[config.mk]
export PLATFORM = sky130hd
export DESIGN_NAME = pip_hazard_ctrl
export DESIGN_NICKNAME = d
export VERILOG_FILES = /design/src/rtl/pip_pkg.sv /design/src/rtl/pip_fwd_unit.sv /design/src/rtl/pip_hazard_ctrl.sv
export SDC_FILE = /design/constraint.sdc
export NUM_CORES = 1
export LEC_CHECK = 0
export ABC_AREA = 1
export BUFFER_PORTS_ARGS = -buffer_cell sky130_fd_sc_hd__buf_2
export CORE_MARGIN = 2
export CORE_UTILIZATION = 60
export DETAILED_ROUTE_END_ITERATION = 7
export PLACE_DENSITY = 0.95
export SYNTH_ARGS = -nofsm -noshare
export SYNTH_HDL_FRONTEND = slang
export SYNTH_SLANG_ARGS = --single-unit
[constraint.sdc]
create_clock -name clk -period 4.7 [get_ports clk]
set_input_delay 1.175 -clock clk [delete_from_list [all_inputs] [get_ports clk]]
set_output_delay 1.175 -clock clk [all_outputs]
set_load 0.01 [all_outputs]
[src/rtl/pip_pkg.sv]
// Shared definitions for the pipeline hazard controller: forwarding select
// codes, controller FSM state encoding and the default register-index width.
package pip_pkg;

  localparam int REG_AW_DEF = 5;

  // ALU operand source selects
  localparam logic [1:0] FWD_RF  = 2'b00;
  localparam logic [1:0] FWD_MEM = 2'b10;
  localparam logic [1:0] FWD_WB  = 2'b01;

  // Memory-wait supervisor states
  typedef enum logic [1:0] {
    RUN  = 2'd0,
    WAIT = 2'd1,
    ERR  = 2'd2
  } pip_state_e;

endpackage

[src/rtl/pip_fwd_unit.sv]
// Forwarding compare for one ALU operand. The youngest producer (EX/MEM)
// wins over MEM/WB; r0 is never forwarded because it is hard-wired zero.
module pip_fwd_unit
  import pip_pkg::*;
#(
  parameter int REG_AW = REG_AW_DEF
) (
  input  logic [REG_AW-1:0] src,
  input  logic [REG_AW-1:0] mem_rd,
  input  logic              mem_reg_write,
  input  logic [REG_AW-1:0] wb_rd,
  input  logic              wb_reg_write,
  output logic [1:0]        sel
);

  // Pick the nearest in-flight writer of src, else the register file
  always_comb begin
    sel = FWD_RF;
    if (mem_reg_write && (mem_rd != '0) && (mem_rd == src)) begin
      sel = FWD_MEM;
    end else if (wb_reg_write && (wb_rd != '0) && (wb_rd == src)) begin
      sel = FWD_WB;
    end
  end

endmodule

[src/rtl/pip_hazard_ctrl.sv]
// Hazard and stall controller for the 5-stage pipeline. Drives we/srst_n of
// the PC and the four pipeline registers, produces forwarding selects,
// supervises data-memory wait states and counts stall/flush cycles.
//
// Memory handshake: the MEM stage raises mem_req for every cycle it owns a
// data-memory access; the access completes in the cycle mem_ready is seen
// together with mem_req. Each cycle with mem_req=1 and mem_ready=0 is a wait
// state, and mem_ready without mem_req is ignored.
module pip_hazard_ctrl
  import pip_pkg::*;
#(
  parameter int REG_AW  = REG_AW_DEF,
  parameter int CNT_W   = 32,
  parameter int TIMEOUT = 16
) (
  input  logic              clk,
  input  logic              arst_n,
  input  logic [REG_AW-1:0] id_rs,
  input  logic [REG_AW-1:0] id_rt,
  input  logic [REG_AW-1:0] ex_rs,
  input  logic [REG_AW-1:0] ex_rt,
  input  logic [REG_AW-1:0] ex_rd,
  input  logic              ex_mem_read,
  input  logic              ex_branch_taken,
  input  logic [REG_AW-1:0] mem_rd,
  input  logic              mem_reg_write,
  input  logic [REG_AW-1:0] wb_rd,
  input  logic              wb_reg_write,
  input  logic              mem_req,
  input  logic              mem_ready,
  output logic              pc_we,
  output logic              ifid_we,
  output logic              ifid_srst_n,
  output logic              idex_we,
  output logic              idex_srst_n,
  output logic              exmem_we,
  output logic              exmem_srst_n,
  output logic              memwb_we,
  output logic              memwb_srst_n,
  output logic [1:0]        fwd_a,
  output logic [1:0]        fwd_b,
  output logic              mem_err,
  output logic [CNT_W-1:0]  stall_cnt,
  output logic [CNT_W-1:0]  flush_cnt,
  output logic [1:0]        state_dbg
);

  localparam logic [7:0] TIMEOUT_W = 8'(TIMEOUT);

  pip_state_e state, state_nxt;
  logic [7:0] wcnt, wcnt_nxt;
  logic       mwait, lu, br;
  logic       flush_any;

  assign mwait = mem_req & ~mem_ready;
  assign lu    = ex_mem_read & (ex_rd != '0) & ((ex_rd == id_rs) | (ex_rd == id_rt));
  assign br    = ex_branch_taken;

  assign mem_err   = (state == ERR);
  assign state_dbg = state;

  pip_fwd_unit #(.REG_AW(REG_AW)) u_fwd_a (
    .src(ex_rs), .mem_rd(mem_rd), .mem_reg_write(mem_reg_write),
    .wb_rd(wb_rd), .wb_reg_write(wb_reg_write), .sel(fwd_a)
  );

  pip_fwd_unit #(.REG_AW(REG_AW)) u_fwd_b (
    .src(ex_rt), .mem_rd(mem_rd), .mem_reg_write(mem_reg_write),
    .wb_rd(wb_rd), .wb_reg_write(wb_reg_write), .sel(fwd_b)
  );

  // Supervisor state and wait-cycle counter
  always_ff @(posedge clk or negedge arst_n) begin
    if (!arst_n) begin
      state <= RUN;
      wcnt  <= '0;
    end else begin
      state <= state_nxt;
      wcnt  <= wcnt_nxt;
    end
  end

  // Next state: count consecutive wait cycles, trip ERR on one past TIMEOUT
  always_comb begin
    state_nxt = state;
    wcnt_nxt  = wcnt;
    case (state)
      RUN: begin
        if (mwait) begin
          state_nxt = WAIT;
          wcnt_nxt  = 8'd1;
        end
      end
      WAIT: begin
        if (!mwait) begin
          state_nxt = RUN;
          wcnt_nxt  = '0;
        end else if (wcnt == TIMEOUT_W) begin
          state_nxt = ERR;
        end else begin
          wcnt_nxt = wcnt + 8'd1;
        end
      end
      ERR: begin
        state_nxt = ERR;
      end
      default: begin
        state_nxt = RUN;
        wcnt_nxt  = '0;
      end
    endcase
  end

  // Priority mux: frozen > memory wait > taken branch > load-use > pass
  always_comb begin
    pc_we        = 1'b1;
    ifid_we      = 1'b1;
    ifid_srst_n  = 1'b1;
    idex_we      = 1'b1;
    idex_srst_n  = 1'b1;
    exmem_we     = 1'b1;
    exmem_srst_n = 1'b1;
    memwb_we     = 1'b1;
    memwb_srst_n = 1'b1;
    if (state == ERR) begin
      pc_we    = 1'b0;
      ifid_we  = 1'b0;
      idex_we  = 1'b0;
      exmem_we = 1'b0;
      memwb_we = 1'b0;
    end else if (mwait) begin
      pc_we        = 1'b0;
      ifid_we      = 1'b0;
      idex_we      = 1'b0;
      exmem_we     = 1'b0;
      memwb_srst_n = 1'b0;
    end else if (br) begin
      // The load-use victim sits on the wrong path, so br wins over lu
      ifid_srst_n = 1'b0;
      idex_srst_n = 1'b0;
    end else if (lu) begin
      pc_we       = 1'b0;
      ifid_we     = 1'b0;
      idex_srst_n = 1'b0;
    end
  end

  assign flush_any = ~(ifid_srst_n & idex_srst_n & exmem_srst_n & memwb_srst_n);

  // Performance counters, wrapping at 2^CNT_W
  always_ff @(posedge clk or negedge arst_n) begin
    if (!arst_n) begin
      stall_cnt <= '0;
      flush_cnt <= '0;
    end else begin
      if (!pc_we) stall_cnt <= stall_cnt + CNT_W'(1);
      if (flush_any) flush_cnt <= flush_cnt + CNT_W'(1);
    end
  end

endmodule

==> flow_summary.toml <==
[outcome]
outcome = "completed"

[placement]
place_congestion = 1.01
dp_hpwl_mm = 10.7
io_buffer_count = 121

[setup_path]
r2r_start = "state_dbg[1]"
path_cells = "buf_2 > inv_1 > nor2_4 > inv_2 > nand2_1 > inv_2 > nand2_4 > nand2_4 > buf_2"
cp-start-kind = "primary input"
cp_max_fo = 30
crit_buf_inv = 5
cp.arrival_ps = 2390
crit_start = "mem_req"
cp_slowest_stage_delay_ps = 280
cp-end-kind = "primary output"
required_ps = 3520
cp_slowest_cell = "nand2_4"
critical_path.top_delay_family = "simple AND/OR/NAND/NOR gates"
critical_path_class = "primary input to primary output"

[die]
rows = 34
die_y_um = 99.6
ios = 123
start_util_pct = 62.3
die_area_um2 = 9920
die_width_um = 99.6
design.core.area_um2 = 8810

[synthesis]
yosysMostFrequentCell = "nand2_1"
netlist_instances = 790
synth_top_area_cell = "dfrtp_1"
synthDistinctLibCells = 31
synth.avg_cell_area_um2 = 6.94
syn_nets = 837
yosysTopAreaCellShare_pct = 33.8
yosys-top-cells-count = "nand2_1, nor2_1, dfrtp_1"
synth_area_um2 = 5480
synth_area_leaders = "dfrtp_1, nand2_1, xor2_1"
ys_ff_latch = 74
ys.flop_type = "dfrtp_1"
yosys_warnings = 0
async_reset_ff_share_pct = 100
ys_seq_area_share_pct = 33.8
synth_edf_count = 0

[detailed_routing]
postRouteAntennaNets = 0
wirelength_mm = 14.6
drtIter0Drc = 404
post-route-drc-count = 0
first_pass_iters = 5
vias_per_cell = 5.56
vias = 5639
wl_per_cell_um = 14.4

[power]
p_total_mw = 1.79
combPwrFrac_pct = 27.5
p_leak_nw = 3.45
power_frac_seq_pct = 43.2
p_clk_share_pct = 29.3
swShare_pct = 37.3
switchingPower_mw = 0.668
powerDensity_nw_per_um2 = 284
vdd_drop_max_mv = 0.263
p_int_mw = 1.12

[sta]
fin_crit_sh_pct = 75.8
setup_viol = 0
fin_crit_ps = 3560
max_freq_mhz = 281
setup_tns_ps = 0
slew_headroom_pct = 38.5
worst_clock_skew_ps = 8.87
worstMarginPinSlew_ps = 923
hold_viol = 0
slew_viol_final = 0
rsz0062_at_grt = "no"

[finish]
nets = 948
utilization_pct = 71.4
area_delta_synth_final_pct = 14.7
n_antenna_cell = 0
drive_above_1_share_pct = 19.9

[worst_hold_path]
hold_path_class = "flop to flop"
min_from = "stall_cnt[31]"

[grt]
grt_pass1_vias = 5290
grt_max_degree = 75
grt_pass1_wl_mm = 24.7
antenna_found_initial = 0
grt_overflow_total = 0
grt_usage_pct = 30.5

[clock_tree]
h-tree-depth = 3
numCtsBuffers = 9
postCtsSetupBuffers = 0
cts_tree = "built"
clock_latency_ps = 350
ctsHoldBuffers = 0
cts_sinks = 74
cts_buffer_depth = 2
cts_resized = 0
root_buffer = "clkbuf_8"
clk_pin_slew_worst_paths_ps = 80

[flow_run]
maxCapViolCount = 0
## layout by cell type, fill, tap and decap left out, types with 7 or more instances in the layout
cell type  instances
buf_2            120
dfrtp_1           74
xnor2_1           28
nor3_1            19
xor2_1            43
nand2_2            7
nor2_1            78
clkbuf_8          11
inv_2              7
nand4_1           48
nand3b_1          10
o21ai_0           14
inv_1             54
nand2_1          294
nand3_1           53
## cell type report
class                   instances  area, µm²
clock buffers                  12        155
well taps                     108        135
fillers                       718       2510
multi-input cells             629       3220
clock inverters                 4       50.0
inverters                      61        229
flip-flops and latches         74       1850
repair buffers                126        646
## final timing paths
check	end	slack, ps	cells past startpoint
min in group asynchronous	stall_cnt[0]	930	1
worst max register to register	flush_cnt[6]	2120	10
max in group asynchronous	wcnt[3]	3140	1
worst min register to register	stall_cnt[31]	560	2
worst max-delay path	pc_we	1140	9
worst min-delay path	stall_cnt[31]	560	2
## per-layer routing
layer	global-route usage [%]	vias to the layer above	part of all wire, %
met2	51.0	267	48
met3	4.64	44	7.9
met4	11.5	0	2.6
met1	40.0	2576	41
li1	-	2752	-
met5	0	-	0
## worst register-to-register path, cell delays in order, from the launching register on
cell	delay (ps)
dfrtp_1	380
inv_1	70
nor2_2	100
inv_2	80
nand2_1	80
inv_2	70
nand2_4	280
buf_4	460
nand3_2	630
nand2_1	230
nand2_1	90
## power groups by stage
stage | Combinational, mW | Clock [mW] | Sequential [mW]
after floorplan | 0.338 | 0 | 0.790
after global placement | 0.478 | 0 | 0.782
after detailed placement | 0.489 | 0 | 0.785
after CTS | 0.490 | 0.527 | 0.773
after global routing | 0.543 | 0.560 | 0.784
final | 0.492 | 0.523 | 0.774
## through the flow
| step | hold WS, ps | std cells | setup WS, ps | instance area, µm² |
|---|---|---|---|---|
| global route | 583 | 1014 | 1030 | 6290 |
| CTS | 555 | 1014 | 1170 | 6290 |
| detailed placement | 537 | 998 | 1170 | 6090 |
| finish | 556 | 1014 | 1140 | 6290 |
| floorplan | 533 | 790 | 1400 | 5480 |
| global placement | 498 | 998 | 1200 | 6090 |
## state kept, by name, summed over array words and instances (netlist names)
register	flops
flush_cnt	32
stall_cnt	32
wcnt	8
state_dbg	2
## logic make-up after synthesis
kind of cell / synth area share [%]
xor gates and xnor gates: 11.3
DFF: 33.8
adders and majority gates: 0.913
and+or+nand+nor: 45.0
other: 0.0684
AOI/OAI and AO/OA: 1.48
buffers and inverters: 7.42
No activity file was read; power rests on OpenSTA's default activity.
